[src/rtl/mem_arb_pkg.sv]
// mem_arb_pkg: shared owner/tag types and the default ROM base for the memory arbiter
package mem_arb_pkg;
  typedef enum logic {CPU = 1'b0, DMA = 1'b1} owner_t;
  typedef struct packed {logic valid; owner_t owner;} rd_tag_t;
  localparam logic [15:0] DEF_ROM_BASE = 16'hF000;
endpackage

[src/rtl/arb_tag_pipe.sv]
// arb_tag_pipe: DEPTH-stage read-owner tag shift register (clk, rst sync clear, d in, q out)
module arb_tag_pipe
  import mem_arb_pkg::*;
#(
  parameter int DEPTH = 2
) (
  input  logic    clk,
  input  logic    rst,
  input  rd_tag_t d,
  output rd_tag_t q
);
  rd_tag_t [DEPTH-1:0] pipe;
  always_ff @(posedge clk) begin
    if (rst) pipe <= '0;
    else pipe <= {pipe[DEPTH-2:0], d};
  end
  assign q = pipe[DEPTH-1];
endmodule

[src/rtl/mem_arbiter.sv]
// mem_arbiter: CPU/DMA arbiter for one memory port (ph1, reset; cpu_*/dma_* request+return; mem_* drive; rom_wr_err pulse)
module mem_arbiter
  import mem_arb_pkg::*;
#(
  parameter int          MEM_LAT        = 1,
  parameter int          MAX_CPU_STREAK = 4,
  parameter logic [15:0] ROM_BASE       = DEF_ROM_BASE
) (
  input  logic        ph1,
  input  logic        reset,
  input  logic        cpu_req,
  input  logic        cpu_we,
  input  logic [15:0] cpu_addr,
  input  logic [7:0]  cpu_wdata,
  output logic        cpu_gnt,
  output logic        cpu_rvalid,
  output logic [7:0]  cpu_rdata,
  input  logic        dma_req,
  input  logic        dma_we,
  input  logic [15:0] dma_addr,
  input  logic [7:0]  dma_wdata,
  output logic        dma_gnt,
  output logic        dma_rvalid,
  output logic [7:0]  dma_rdata,
  output logic        mem_en,
  output logic        mem_we,
  output logic [15:0] mem_addr,
  output logic [7:0]  mem_wdata,
  input  logic [7:0]  mem_rdata,
  output logic        rom_wr_err
);
  localparam int SW = $clog2(MAX_CPU_STREAK + 1);
  localparam logic [SW-1:0] SMAX = SW'(MAX_CPU_STREAK);
  logic [SW-1:0] streak;
  logic [7:0] cpu_hold, dma_hold;
  logic rom_drop;
  rd_tag_t tag_in, tag_out;
  assign cpu_gnt = !reset && cpu_req && !(dma_req && streak == SMAX);
  assign dma_gnt = !reset && dma_req && !cpu_gnt;
  assign rom_drop = cpu_gnt && cpu_we && cpu_addr >= ROM_BASE;
  assign tag_in = '{valid: (cpu_gnt && !cpu_we) || (dma_gnt && !dma_we), owner: dma_gnt ? DMA : CPU};
  arb_tag_pipe #(.DEPTH(MEM_LAT + 1)) tags (
    .clk(ph1),
    .rst(reset),
    .d(tag_in),
    .q(tag_out)
  );
  assign cpu_rvalid = !reset && tag_out.valid && tag_out.owner == CPU;
  assign dma_rvalid = !reset && tag_out.valid && tag_out.owner == DMA;
  assign cpu_rdata = cpu_rvalid ? mem_rdata : cpu_hold;
  assign dma_rdata = dma_rvalid ? mem_rdata : dma_hold;
  always_ff @(posedge ph1) begin
    if (reset) begin
      streak     <= '0;
      mem_en     <= 1'b0;
      mem_we     <= 1'b0;
      mem_addr   <= '0;
      mem_wdata  <= '0;
      rom_wr_err <= 1'b0;
      cpu_hold   <= '0;
      dma_hold   <= '0;
    end else begin
      streak     <= (!dma_req || dma_gnt) ? '0 : (cpu_gnt && streak != SMAX) ? streak + SW'(1) : streak;
      mem_en     <= (cpu_gnt && !rom_drop) || dma_gnt;
      mem_we     <= cpu_gnt ? cpu_we && !rom_drop : dma_gnt && dma_we;
      rom_wr_err <= rom_drop;
      if (cpu_gnt || dma_gnt) begin
        mem_addr  <= cpu_gnt ? cpu_addr : dma_addr;
        mem_wdata <= cpu_gnt ? cpu_wdata : dma_wdata;
      end
      if (cpu_rvalid) cpu_hold <= mem_rdata;
      if (dma_rvalid) dma_hold <= mem_rdata;
    end
  end
endmodule

[config.mk]
export PLATFORM = sky130hd
export DESIGN_NAME = mem_arbiter
export DESIGN_NICKNAME = d
export VERILOG_FILES = /design/src/rtl/mem_arb_pkg.sv /design/src/rtl/arb_tag_pipe.sv /design/src/rtl/mem_arbiter.sv
export SDC_FILE = /design/constraint.sdc
export NUM_CORES = 1
export LEC_CHECK = 0
export ABC_AREA = 1
export CORE_MARGIN = 2
export CORE_UTILIZATION = 45
export DETAILED_ROUTE_END_ITERATION = 12
export PLACE_DENSITY_LB_ADDON = 0.05
export SKIP_LAST_GASP = 1
export SLEW_MARGIN = 15
export SYNTH_ARGS = -nofsm -noshare
export SYNTH_HDL_FRONTEND = slang
export SYNTH_SLANG_ARGS = --single-unit
[constraint.sdc]
create_clock -name ph1 -period 1.9 [get_ports ph1]
set_input_delay 0.38 -clock ph1 [delete_from_list [all_inputs] [get_ports ph1]]
set_output_delay 0.38 -clock ph1 [all_outputs]
set_load 0.02 [all_outputs]
==> run_results.csv <==
group,metric,value,unit
run_status,status,"finished, final reports clean",
route,wl_per_cell,11.2,um
route,vias_per_cell,4.48,
die,die_area,5940,um^2
synth,yosysTopAreaCell,"dfxtp_1",
power_and_ir_drop,power.density,642,nW/um^2
power_and_ir_drop,vdd_drop_max,0.391,mV
clock_network,cts_root_buf,"clkbuf_8",
timing,rsz0062_at_grt,"true",
clock_network,clock-sinks,50,
global_route,track_usage,0.221,
setup_path,worstPathArrival,1.49,ns
clock_network,postCtsHoldBufs,0,
global_route,grt_max_degree,25,
placed_design,pre_cts_slack,-0.522,ns
die,pin_count,109,
route,num_vias,2480,
power_and_ir_drop,leakage,2.08,nW
route,top_layer_used,"met4",
timing,setup_viol,0,
global_route,grt_pass1_wl,10.7,mm
synth,yosysWarnings,0,
timing,fmaxAchievable,534,MHz
timing,setup-tns-final,0,ns
cells_and_area,antenna_cells,0,
clock_network,clk_latency,0.29,ns
synth,synth_simple_gate_area_frac,0.339,
route,wl,6.19,mm
die,core_area,5140,um^2
placed_design,place_inst,542,
synth,synth_area_leaders,"dfxtp_1 (42%), inv_1 (14%), nand2_1 (14%)",
synth,seq_area_frac_synth,0.416,
synth,synth_top_area_share,0.416,
synth,syn_inst,358,
setup_path,end_kind,"primary output",
timing,setup_ws,0.0285,ns
route,drc,0,
timing,finalCritPeriodShare,0.985,
timing,final-max-slew-violation-count,0,
setup_path,cp_slowest_cell,"dfxtp_1",
setup_path,cp_max_fo,9,
setup_path,crit_family,"buffers and inverters",
placed_design,io_buffers,108,
die,start_util,0.468,
flow_run,maxCapViolCount,0,
setup_path,reg2reg_from,"streak[0]",
setup_path,startpoint_type,"register",
synth,synth_nets,422,
setup_path,r2r-end,"mem_en",
hold_path,min_from,"tags.pipe[0]",
hold_path,hold_end,"tags.q[0]",
clock_network,cts_max_level,2,
setup_path,crit_buf_inv,4,
clock_network,cts.clk_slew.worst_paths,0.09,ns
placed_design,gp_congestion,0.771,
setup_path,crit_top_cell,"inv_1",
cells_and_area,layout.nets,547,
route,drtIter0Drc,43,
global_route,antenna_found_initial,0,
placed_design,dp_hpwl,4.52,mm
clock_network,cts_buffer_depth,2,
global_route,grt_overflow,0,
timing,whs,0.405,ns
synth,synth_compound_area_frac,0.0359,
setup_path,required,1.52,ns
route,first_pass_iters,4,
global_route,grt_pass1_vias,2465,
route,wirelength_met1,2.65,mm
route,met2_length,3.09,mm
route,antenna_left,0,
hold_path,min_path_cells,2,
cells_and_area,finalNonFillerCells,554,
cells_and_area,fin_util,0.728,
hold_path,hp-class,"reg -> reg",
setup_path,cpPeakStageDelay,0.32,ns
route,met3_length,369,um
synth,synth_mux_area_frac,0,
timing,worst_pin_slew,0.325,ns
synth,yosysUniqueCellTypes,20,
die,row_count,26,
clock_network,cts_tree,"done",
setup_path,ff2ff_path_depth,9,
synth,ys_seq_elements,50,
setup_path,rrSetupSlack,0.48,ns
cells_and_area,drive_gt1_frac,0.167,
timing,max_slew_margin,0.783,
setup_path,path_class,"reg -> out",
synth,synthAdderAreaFrac,0.0104,
timing,hold_violations,0,
die,die_x,77.1,um
setup_path,cp_cell_sequence,"inv_1 -> nor2_4 -> buf_12 -> nand2_4 -> o21ai_2 -> inv_1 -> clkdlybuf4s15_2",
synth,synth-xor-area-share,0.00364,
cells_and_area,syn_to_final_growth,55.7,%
synth,syn_area,2400,um^2
timing,clock_skew,0.00344,ns
synth,synth_top_family_by_area,"simple AND/OR/NAND/NOR gates",
cells_and_area,num-fill-cells,444,
timing,fin_crit,1.87,ns
die,die_h,77.1,um
clock_network,cts_buffers,5,
synth,avgSynthCellArea,6.72,um^2
## state kept, by name, summed over array words and instances, names as in the netlist
register    count
mem_addr       16
cpu_hold        8
dma_hold        8
mem_wdata       8
streak          3
tags.pipe       2
tags.q          2
mem_en          1
mem_we          1
rom_wr_err      1
## cell families (layout without fill, tap and decap cells)
kind of cell	count (synthesis)	in the layout
flip-flops	50	50
AND/OR/NAND/NOR	182	185
AO/OA/AOI/OAI	17	17
XOR/XNOR	1	1
adder cells (fa/ha/maj)	2	2
buffers and inverters	106	229
## metrics by stage
stage                     power (W)  instance area (um^2)
after floorplan             0.00147                  2400
after global placement      0.00178                  3620
after detailed placement    0.00179                  3620
after CTS                   0.00244                  3800
after global routing        0.00254                  3740
final                       0.00240                  3740
## worst max-delay path by stage
stage	start	endpoint	slack, ns	cells past startpoint
final	tags.q[1]	dma_rdata[5]	0.03	7
after floorplan	reset	cpu_rdata[0]	0.38	6
after CTS	tags.q[1]	dma_rdata[4]	-0.003	7
after detailed placement	reset	dma_rdata[7]	-0.52	7
after global routing	tags.q[1]	cpu_rdata[2]	-0.1	8
after global placement	reset	dma_rdata[6]	-0.50	7
## worst min-delay path: cells and delay by family (launching register included)
family / cells / cell delay [ns]
DFF: 1 / 0.31
buffers and inverters: 1 / 0.04
and+or+nand+nor: 1 / 0.03
## synthesized netlist by cell type
library cell and n:
nand2_4 4, o21ai_1 16, nand3_1 51, dfxtp_1 50
nand3_2 1, o22ai_1 1, xnor2_1 1, buf_4 2
nor2_4 1, buf_6 8, clkbuf_1 2, inv_1 87
nand2_2 2, nor2_8 1, inv_2 4, buf_2 3
nand4_1 1, ha_1 2, nor2_1 34, nand2_1 87
## layout by cell type (no fill, tap or decap)
master,instances
clkdlybuf4s50_1,86
dlymetal6s2s_1,1
dfxtp_1,48
buf_4,22
buf_2,11
ha_1,2
o21ai_1,1
nor2_8,1
nand4_1,1
inv_2,4
nor2_4,1
nand2_4,6
buf_12,2
nand3_1,51
nor2_1,34
dfxtp_2,2
nand2_2,3
inv_1,87
nand2_1,87
clkbuf_8,6
xnor2_1,1
nand3_2,1
clkbuf_1,1
o21ai_2,15
clkdlybuf4s15_2,3
clkinv_2,1
o22ai_1,1
clkbuf_2,3
dlygate4sd2_1,2
## routing by layer
metal,vias up,track usage
li1,1305,-
met1,1109,0.238
met2,57,0.404
met3,9,0.0694
met4,0,0.0804
met5,-,0
## report_power, final
group	leakage [nW]	total (W)	switching, W	internal (W)
clock	0.0482	0.000633	0.000339	0.000294
sequential	0.413	0.00115	0.0000336	0.00112
combinational	1.62	0.000619	0.000303	0.000315
total	2.08	0.00240	0.000676	0.00173
## repair_timing
item,4_1_cts,5_1_grt
pin swaps,3,1
buffers inserted,1,0
gates cloned,3,0
gates resized for setup,67,27
setup endpoints to repair,20,19
## area by class of cell
type	count	area, um^2	share of cell area
clock buffers	7	86.3	0.0231
well taps	70	87.6	0.0234
inverters	91	342	0.0912
multi-input cells	205	1020	0.272
repair buffers	130	1200	0.321
clock inverters	1	5.00	0.00134
flip-flops and latches	50	1000	0.268
Note: power is estimated with default switching activity, not from simulation.
